==> config.mk <==
export PLATFORM = sky130hd
export DESIGN_NAME = equiv_stim_gen
export DESIGN_NICKNAME = d
export VERILOG_FILES = /design/src/rtl/equiv_stim_gen.sv
export SDC_FILE = /design/constraint.sdc
export NUM_CORES = 1
export LEC_CHECK = 0
export ABC_AREA = 1
export CAP_MARGIN = 15
export CELL_PAD_IN_SITES_DETAIL_PLACEMENT = 1
export CELL_PAD_IN_SITES_GLOBAL_PLACEMENT = 1
export CORE_AREA = 3 3 142 144
export CTS_CLUSTER_SIZE = 30
export DETAILED_ROUTE_END_ITERATION = 10
export DIE_AREA = 0 0 145 147
export GPL_TIMING_DRIVEN = 0
export PLACE_DENSITY_LB_ADDON = 0.15
export RECOVER_POWER = 25
export SLEW_MARGIN = 15
export SYNTH_ARGS = -nofsm -noshare
export SYNTH_HDL_FRONTEND = slang
export SYNTH_SLANG_ARGS = --single-unit
export TNS_END_PERCENT = 1
==> constraint.sdc <==
create_clock -name clk -period 6.7 [get_ports clk]
set_input_delay 1.34 -clock clk [delete_from_list [all_inputs] [get_ports clk]]
set_output_delay 1.34 -clock clk [all_outputs]
set_load 0.02 [all_outputs]
==> src/rtl/equiv_stim_gen.sv <==
// Seeded 64-bit Galois LFSR stimulus source for the equivalence-check harness.
// Vectors are presented over valid/ready; bursts are counted or free-running.
module equiv_stim_gen #(
  parameter int          CNT_W = 16,
  parameter logic [63:0] TAPS  = 64'hD800_0000_0000_0000
) (
  input  logic             clk,
  input  logic             rst_n,
  input  logic             start,
  input  logic             stop,
  input  logic [63:0]      seed,
  input  logic [CNT_W-1:0] num_vec,
  input  logic             rdy,
  output logic             vld,
  output logic [11:0]      wire0,
  output logic [9:0]       wire1,
  output logic [19:0]      wire2,
  output logic [20:0]      wire3,
  output logic [CNT_W-1:0] vec_idx,
  output logic             busy,
  output logic             done
);

  typedef enum logic [1:0] {
    IDLE = 2'd0,
    RUN  = 2'd1,
    DONE = 2'd2
  } state_e;

  state_e           state_q, state_d;
  logic [63:0]      lfsr_q, lfsr_d;
  logic [CNT_W-1:0] vec_idx_q, vec_idx_d;
  logic [CNT_W-1:0] num_vec_q, num_vec_d;
  logic [62:0]      vec_q, vec_d;
  logic             vld_q, vld_d;
  logic             busy_q, busy_d;
  logic             done_q, done_d;
  logic             hs;

  assign hs = vld_q & rdy;

  always_comb begin
    // NOTE: every variable gets a default first so no path leaves it unassigned and infers a latch.
    state_d   = state_q;
    lfsr_d    = lfsr_q;
    vec_idx_d = vec_idx_q;
    num_vec_d = num_vec_q;

    unique case (state_q)
      IDLE, DONE: begin
        if (start) begin
          lfsr_d    = (seed == 64'h0) ? 64'h1 : seed;
          vec_idx_d = '0;
          num_vec_d = num_vec;
          state_d   = RUN;
        end
      end
      RUN: begin
        if (hs) begin
          lfsr_d    = (lfsr_q >> 1) ^ (lfsr_q[0] ? TAPS : 64'h0);
          vec_idx_d = vec_idx_q + 1'b1;
          if ((num_vec_q != '0) && (vec_idx_q == num_vec_q - 1'b1))
            state_d = DONE;
        end
        if (stop)
          state_d = DONE;
      end
      default: state_d = IDLE;
    endcase

    // Outputs are registered from next-state values so they line up with the state they describe.
    vld_d  = (state_d == RUN);
    busy_d = (state_d == RUN);
    done_d = (state_d == DONE);
    vec_d  = (state_d == IDLE) ? 63'h0 : lfsr_d[62:0];
  end

  // NOTE: sequential state uses non-blocking assignments so all flops update from pre-edge values.
  always_ff @(posedge clk or negedge rst_n) begin
    if (!rst_n) begin
      state_q   <= IDLE;
      lfsr_q    <= 64'h1;
      vec_idx_q <= '0;
      num_vec_q <= '0;
      vec_q     <= '0;
      vld_q     <= 1'b0;
      busy_q    <= 1'b0;
      done_q    <= 1'b0;
    end else begin
      state_q   <= state_d;
      lfsr_q    <= lfsr_d;
      vec_idx_q <= vec_idx_d;
      num_vec_q <= num_vec_d;
      vec_q     <= vec_d;
      vld_q     <= vld_d;
      busy_q    <= busy_d;
      done_q    <= done_d;
    end
  end

  assign vld     = vld_q;
  assign busy    = busy_q;
  assign done    = done_q;
  assign vec_idx = vec_idx_q;
  assign wire0   = vec_q[11:0];
  assign wire1   = vec_q[21:12];
  assign wire2   = vec_q[41:22];
  assign wire3   = vec_q[62:42];

endmodule

==> impl_metrics.ini, run 1 <==
[status]
status = finished, violations left
violations = capacitance limit, slew limit

[route]
ant_nets = 0
drtPass1Iterations = 5
routed_wl_um = 27490
route.detailed.drc = 0
drt-vias-per-instance = 5.270
drt_first_iter_violations = 415
avgRoutedWirePerCell_um = 19.82
dr_total_vias = 7310

[layout]
syn_to_final_growth_pct = 33.47
num-fill-cells = 2212
ff_latch_area_mm2 = 0.004080
drive_gt1_frac = 0.07808
multi_input_area_mm2 = 0.002985
nets = 1201
fin_area_mm2 = 0.01041
n_antenna_cell = 0
fin_util = 0.5530

[clock_tree]
postCtsHoldBufs = 0
post_cts_buffers = 0
cts_tree = done
htreeDepth = 4
cts_sinks = 163
insertion_delay_ns = 0.43
cts_resized = 0
clockBufferDepth = 2
path_clk_slew_ns = 0.07
cts_made_buffers = 17
cts_root_buf = clkbuf_16

[timing]
skew_ns = 0.01246
setup_ws_ns = 2.194
rsz0062_at_grt = no
report.final.slew_viol_count = 70
max_freq_ghz = 0.2219
fin_crit_ns = 4.506
max_slew.worst_pin.slew_ns = 3.933
relSlewSlack = -1.622
period_share = 0.6726
setup_violations = 0
hold_violations = 0
holdWs_ns = 0.5083

[yosys]
syn_area_mm2 = 0.007801
syn_avg_cell_area_um2 = 8.407
syn_nets = 1015
ys_seq_elements = 163
synth.distinct_cells = 37
ys_seq_area_frac = 0.5230
yosysWarnings = 0
ys_async_sr_fraction = 1.000
postSynthCellCount = 928
synth_edf_count = 0
ys.flop_type = dfrtp_1

[setup_path]
cpPeakStageDelay_ns = 2.71
crit_type = in -> async
cp.buffers_inverters = 1
start_kind = primary input
crit_chain = clkbuf_1
crit_path_top_delay_cell = clkbuf_1
crit_end = lfsr_q[62]
r2r_cells = 7
critPathRequiredTime_ns = 6.33
crit_family = buffers and inverters
r2r_start = busy
r2r_slack_ns = 3.73
critPathMaxFanout = 70
cp.arrival_ns = 4.13
end_kind = asynchronous set/reset pin
path_depth = 1
startpoint = rst_n
reg2reg_to = lfsr_q[13]

[pwr]
ir_worst_vdd_uv = 193.9
p_total_mw = 3.911
total_leakage_power_nw = 4.891
p_per_area_mw_per_mm2 = 375.6

[worst_hold_path]
hold_path.class = reg -> reg

[place]
io_buffers = 166
place_ws_ns = 2.533
placed_cell_area_mm2 = 0.009821
gp_congestion = 0.8311
hpwl_um = 19820

[flow_run]
max-cap-violations = 1

[global_route]
grt_pass1_wl_um = 43110
grt_usage = 0.2586
grt_overflow = 0
grt_max_degree = 95
grt_pass1_vias = 7804
antenna_found_initial = 0

[floorplan]
core-area_mm2 = 0.01883
rows = 50
ios = 167
start_util = 0.4143
die_x_um = 145
die_h_um = 147
design.die.area_mm2 = 0.02132
-- stage by stage --
| step | setup TNS (ns) | instances |
|---|---|---|
| 6_report | 0 | 1387 |
| 3_5_place_dp | 0 | 1355 |
| 3_3_place_gp | -429.89 | 1354 |
| 4_1_cts | 0 | 1387 |
| 2_1_floorplan | 0 | 928 |
| 5_1_grt | 0 | 1387 |
-- registers in the layout, summed over array words and instances, names as in the netlist --
signal and count:
busy 1, done 1, lfsr_q 64, num_vec_q 16, state_q 2, vec_idx 16, vec_q 63
-- Yosys cell counts, drive strengths merged, types with 7 or more instances --
library cell,n,area [um^2]
a21oi,17,85.08
a221oi,19,166.4
a22oi,32,240.2
buf,12,93.84
clkbuf,28,105.1
dfrtp,162,4054
inv,142,533.0
nand2,196,753.2
nand3,56,290.3
nor2,135,578.1
nor4,9,56.30
o211ai,32,240.2
o21ai,27,135.1
o221ai,7,61.31
or2,20,125.1
xnor2,7,61.31
-- routing by layer --
layer  up-vias  part of all wire  global-route usage
met3        47             0.062             0.05521
met1      3644              0.43              0.3287
li1       3375                 -                   -
met4         0             0.024             0.07886
met2       244              0.49              0.4462
met5         -                 0                   0
-- cell usage in the layout, fill, tap and decap left out, drive strengths merged, types with 2 or more instances in the layout --
master and instances:
o211ai 32, a221oi 19, nand3 56, a21oi 17, clkbuf 47, dfrtp 162, nor4 9, inv 151
o221ai 7, clkinv 3, xnor2 7, nand4 4, ha 2, nor2 135, bufinv 2, o21ai 27
a22oi 32, clkdlybuf4s50 165, nand3b 5, nand2 196, nor3 6, xor2 5, or2 20, buf 13
-- power by group --
part           leakage, nW  internal (mW)  switching (mW)  total, mW
clock network        0.298          0.573           0.446       1.02
logic                 2.51          0.555           0.843       1.40
registers             2.08           1.29           0.209       1.49
-- worst min path at each step --
stage / startpoint / endpoint / slack (ns) / cells after the start
finish: lfsr_q[36] / lfsr_q[36] / 0.51 / 2
global route: lfsr_q[34] / lfsr_q[34] / 0.54 / 2
CTS: lfsr_q[36] / lfsr_q[36] / 0.50 / 2
detailed placement: lfsr_q[36] / lfsr_q[36] / 0.49 / 2
global placement: lfsr_q[34] / lfsr_q[34] / 0.49 / 2
floorplan: lfsr_q[34] / lfsr_q[34] / 0.45 / 2
-- area by class of cell --
class                   instances  share of cell area
flip-flops and latches        163              0.3919
multi-input cells             582              0.2867
clock buffers                  18             0.04218
inverters                     143             0.05155
well taps                     260             0.03124
clock inverters                14             0.01574
repair buffers                167              0.1616
plain buffers                  40             0.01911
-- logic make-up (layout without fill, tap and decap cells) --
group | count (synthesis) | in the layout | share of synthesized area
AND/OR/NAND/NOR | 432 | 432 | 0.2444
adder cells (fa/ha/maj) | 2 | 2 | 0.003207
flip-flops | 163 | 163 | 0.5230
buffers and inverters | 183 | 382 | 0.09431
XOR/XNOR | 12 | 12 | 0.01347
AO/OA/AOI/OAI | 136 | 136 | 0.1216
Power figures use the tool's default switching activity.
==> run 2, diff against run 1 <==
--- a/config.mk
+++ b/config.mk
@@ -9,10 +9,10 @@
 export CAP_MARGIN = 15
 export CELL_PAD_IN_SITES_DETAIL_PLACEMENT = 1
 export CELL_PAD_IN_SITES_GLOBAL_PLACEMENT = 1
-export CORE_AREA = 3 3 142 144
+export CORE_AREA = 3 3 156 158
 export CTS_CLUSTER_SIZE = 30
 export DETAILED_ROUTE_END_ITERATION = 10
-export DIE_AREA = 0 0 145 147
+export DIE_AREA = 0 0 159 161
 export GPL_TIMING_DRIVEN = 0
 export PLACE_DENSITY_LB_ADDON = 0.15
 export RECOVER_POWER = 25
==> constraint.sdc (replaced) <==
create_clock -name clk -period 4.1 [get_ports clk]
set_input_delay 0.82 -clock clk [delete_from_list [all_inputs] [get_ports clk]]
set_output_delay 0.82 -clock clk [all_outputs]
set_load 0.02 [all_outputs]
==> run 2 against run 1 <==
Against the previous run: the flow still finishes with violations (capacitance limit, slew limit); power up 61%; flip-flop and latch count unchanged; cell count is 4.3% higher; sequential share of layout area decreased by 0.23 points; worst setup slack lost 1.3 ns; clock power up 57%; hold slack got worse by 0.0068 ns; critical endpoint is now vec_idx[11].
==> impl_metrics.ini, run 2 (synthesis results as in run 1) <==
[status]
status = finished, violations left
violations = capacitance limit, slew limit

[place]
io_buffers = 166
place_ws_ns = 0.4468
gp_congestion = 0.8363
place_inst = 1414
hpwl_um = 19970

[layout]
nets = 1201
n_antenna_cell = 0
regMostFlops = lfsr_q
largest_reg_flops = 64
final_cells = 1446
syn_to_final_growth_pct = 34.27
drive_gt1_frac = 0.07808
final_common_cell = nand2_1
final_cell_mix = nand2_1, clkdlybuf4s50_1, dfrtp_1
largestRegisters = lfsr_q (64), vec_q (63)

[timing]
finalSetupTns_ns = 0
report.final.slew_viol_count = 74
holdWs_ns = 0.5014
max_slew.worst_pin.slew_ns = 1.994
setup_violations = 0
hold_violations = 0
rsz0062_at_grt = no
fin_crit_ns = 3.207
setup_ws_ns = 0.8928
relSlewSlack = -0.3295
max_freq_ghz = 0.3118
period_share = 0.7822
skew_ns = 0.02095

[route]
routed_wl_um = 27710
drt_first_iter_violations = 310
drt-vias-per-instance = 4.907
drtPass1Iterations = 5
ant_nets = 0
avgRoutedWirePerCell_um = 19.17
dr_total_vias = 7095
route.detailed.drc = 0

[clock_tree]
cts_resized = 0
post_cts_buffers = 0
cts_root_buf = clkbuf_16
cts_made_buffers = 17
cts_sinks = 163
cts_tree = done
clockBufferDepth = 2
path_clk_slew_ns = 0.08
postCtsHoldBufs = 0
insertion_delay_ns = 0.45
htreeDepth = 4

[floorplan]
die_x_um = 159
ios = 167
start_util = 0.3354
design.die.area_mm2 = 0.02560
core-area_mm2 = 0.02326
rows = 56
die_h_um = 161

[global_route]
grt_pass1_wl_um = 43950
grt_usage = 0.2210
antenna_found_initial = 0
grt_overflow = 0
grt_max_degree = 91
grt_pass1_vias = 7760

[setup_path]
start_kind = primary input
critPathRequiredTime_ns = 4.48
critPathMaxFanout = 10
r2r_slack_ns = 1.31
cp.arrival_ns = 3.59
end_kind = register
crit_type = in -> reg

[worst_hold_path]
hold_path.class = reg -> reg

[pwr]
ir_worst_vdd_uv = 280.6
p_per_area_mw_per_mm2 = 602.1
total_leakage_power_nw = 4.880

[flow_run]
max-cap-violations = 1
[run 2: changes by cell type in the layout (fill, tap and decap cells not counted)]
| cell | before | now |
|---|---|---|
| clkbuf_8 | 1 | 0 |
| clkinv_2 | 2 | 0 |
| clkinv_8 | 0 | 4 |
| inv_8 | 3 | 4 |
| bufinv_16 | 2 | 0 |
| clkinv_4 | 0 | 3 |
| inv_6 | 6 | 2 |
| clkbuf_2 | 0 | 1 |
[run 2: layer usage]
| metal | up-vias | part of all wire | track usage |
|---|---|---|---|
| met3 | 28 | 0.048 | 0.05001 |
| met4 | 0 | 0.017 | 0.06049 |
| met5 | - | 0 | 0 |
| met2 | 175 | 0.49 | 0.3757 |
| met1 | 3516 | 0.45 | 0.2857 |
| li1 | 3376 | - | - |
[run 2: critical path, stage by stage]
cell             delay (ns)
clkdlybuf4s50_1        0.44
nand2_1                0.21
clkbuf_1               0.59
clkbuf_1               0.69
clkbuf_1               0.57
o211a_1                0.24
[run 2: where the power goes]
group / internal (mW) / total (mW) / switching [mW]
Combinational: 0.906 / 2.25 / 1.35
Clock: 0.818 / 1.60 / 0.785
Sequential: 2.10 / 2.45 / 0.350
[run 2: final cells by class]
class                   count  area (um^2)
plain buffers              40        198.9
clock buffers              18        429.2
clock inverters            14        161.4
fillers                  2769        12790
inverters                 143        536.8
multi-input cells         582         2985
flip-flops and latches    163         4080
well taps                 319        399.1
repair buffers            167         1684
[run 2: stage by stage]
stage	util	power (mW)	instance area, um^2
6_report	0.4503	6.307	10480
2_1_floorplan	-	3.681	7801
3_5_place_dp	0.4253	4.718	9894
3_3_place_gp	0.4239	4.681	9862
5_1_grt	0.4503	6.701	10480
4_1_cts	0.4507	6.364	10490
[run 2: path summary, 6_finish.rpt]
kind                            depth (start not counted)        from             to
worst max-delay path                                    6       start    vec_idx[11]
worst min-delay path                                    2  lfsr_q[34]     lfsr_q[34]
worst max register to register                          7        busy       vec_q[2]
worst min register to register                          2  lfsr_q[34]     lfsr_q[34]
max in group asynchronous                               2       rst_n     lfsr_q[46]
min in group asynchronous                               1       rst_n  num_vec_q[13]
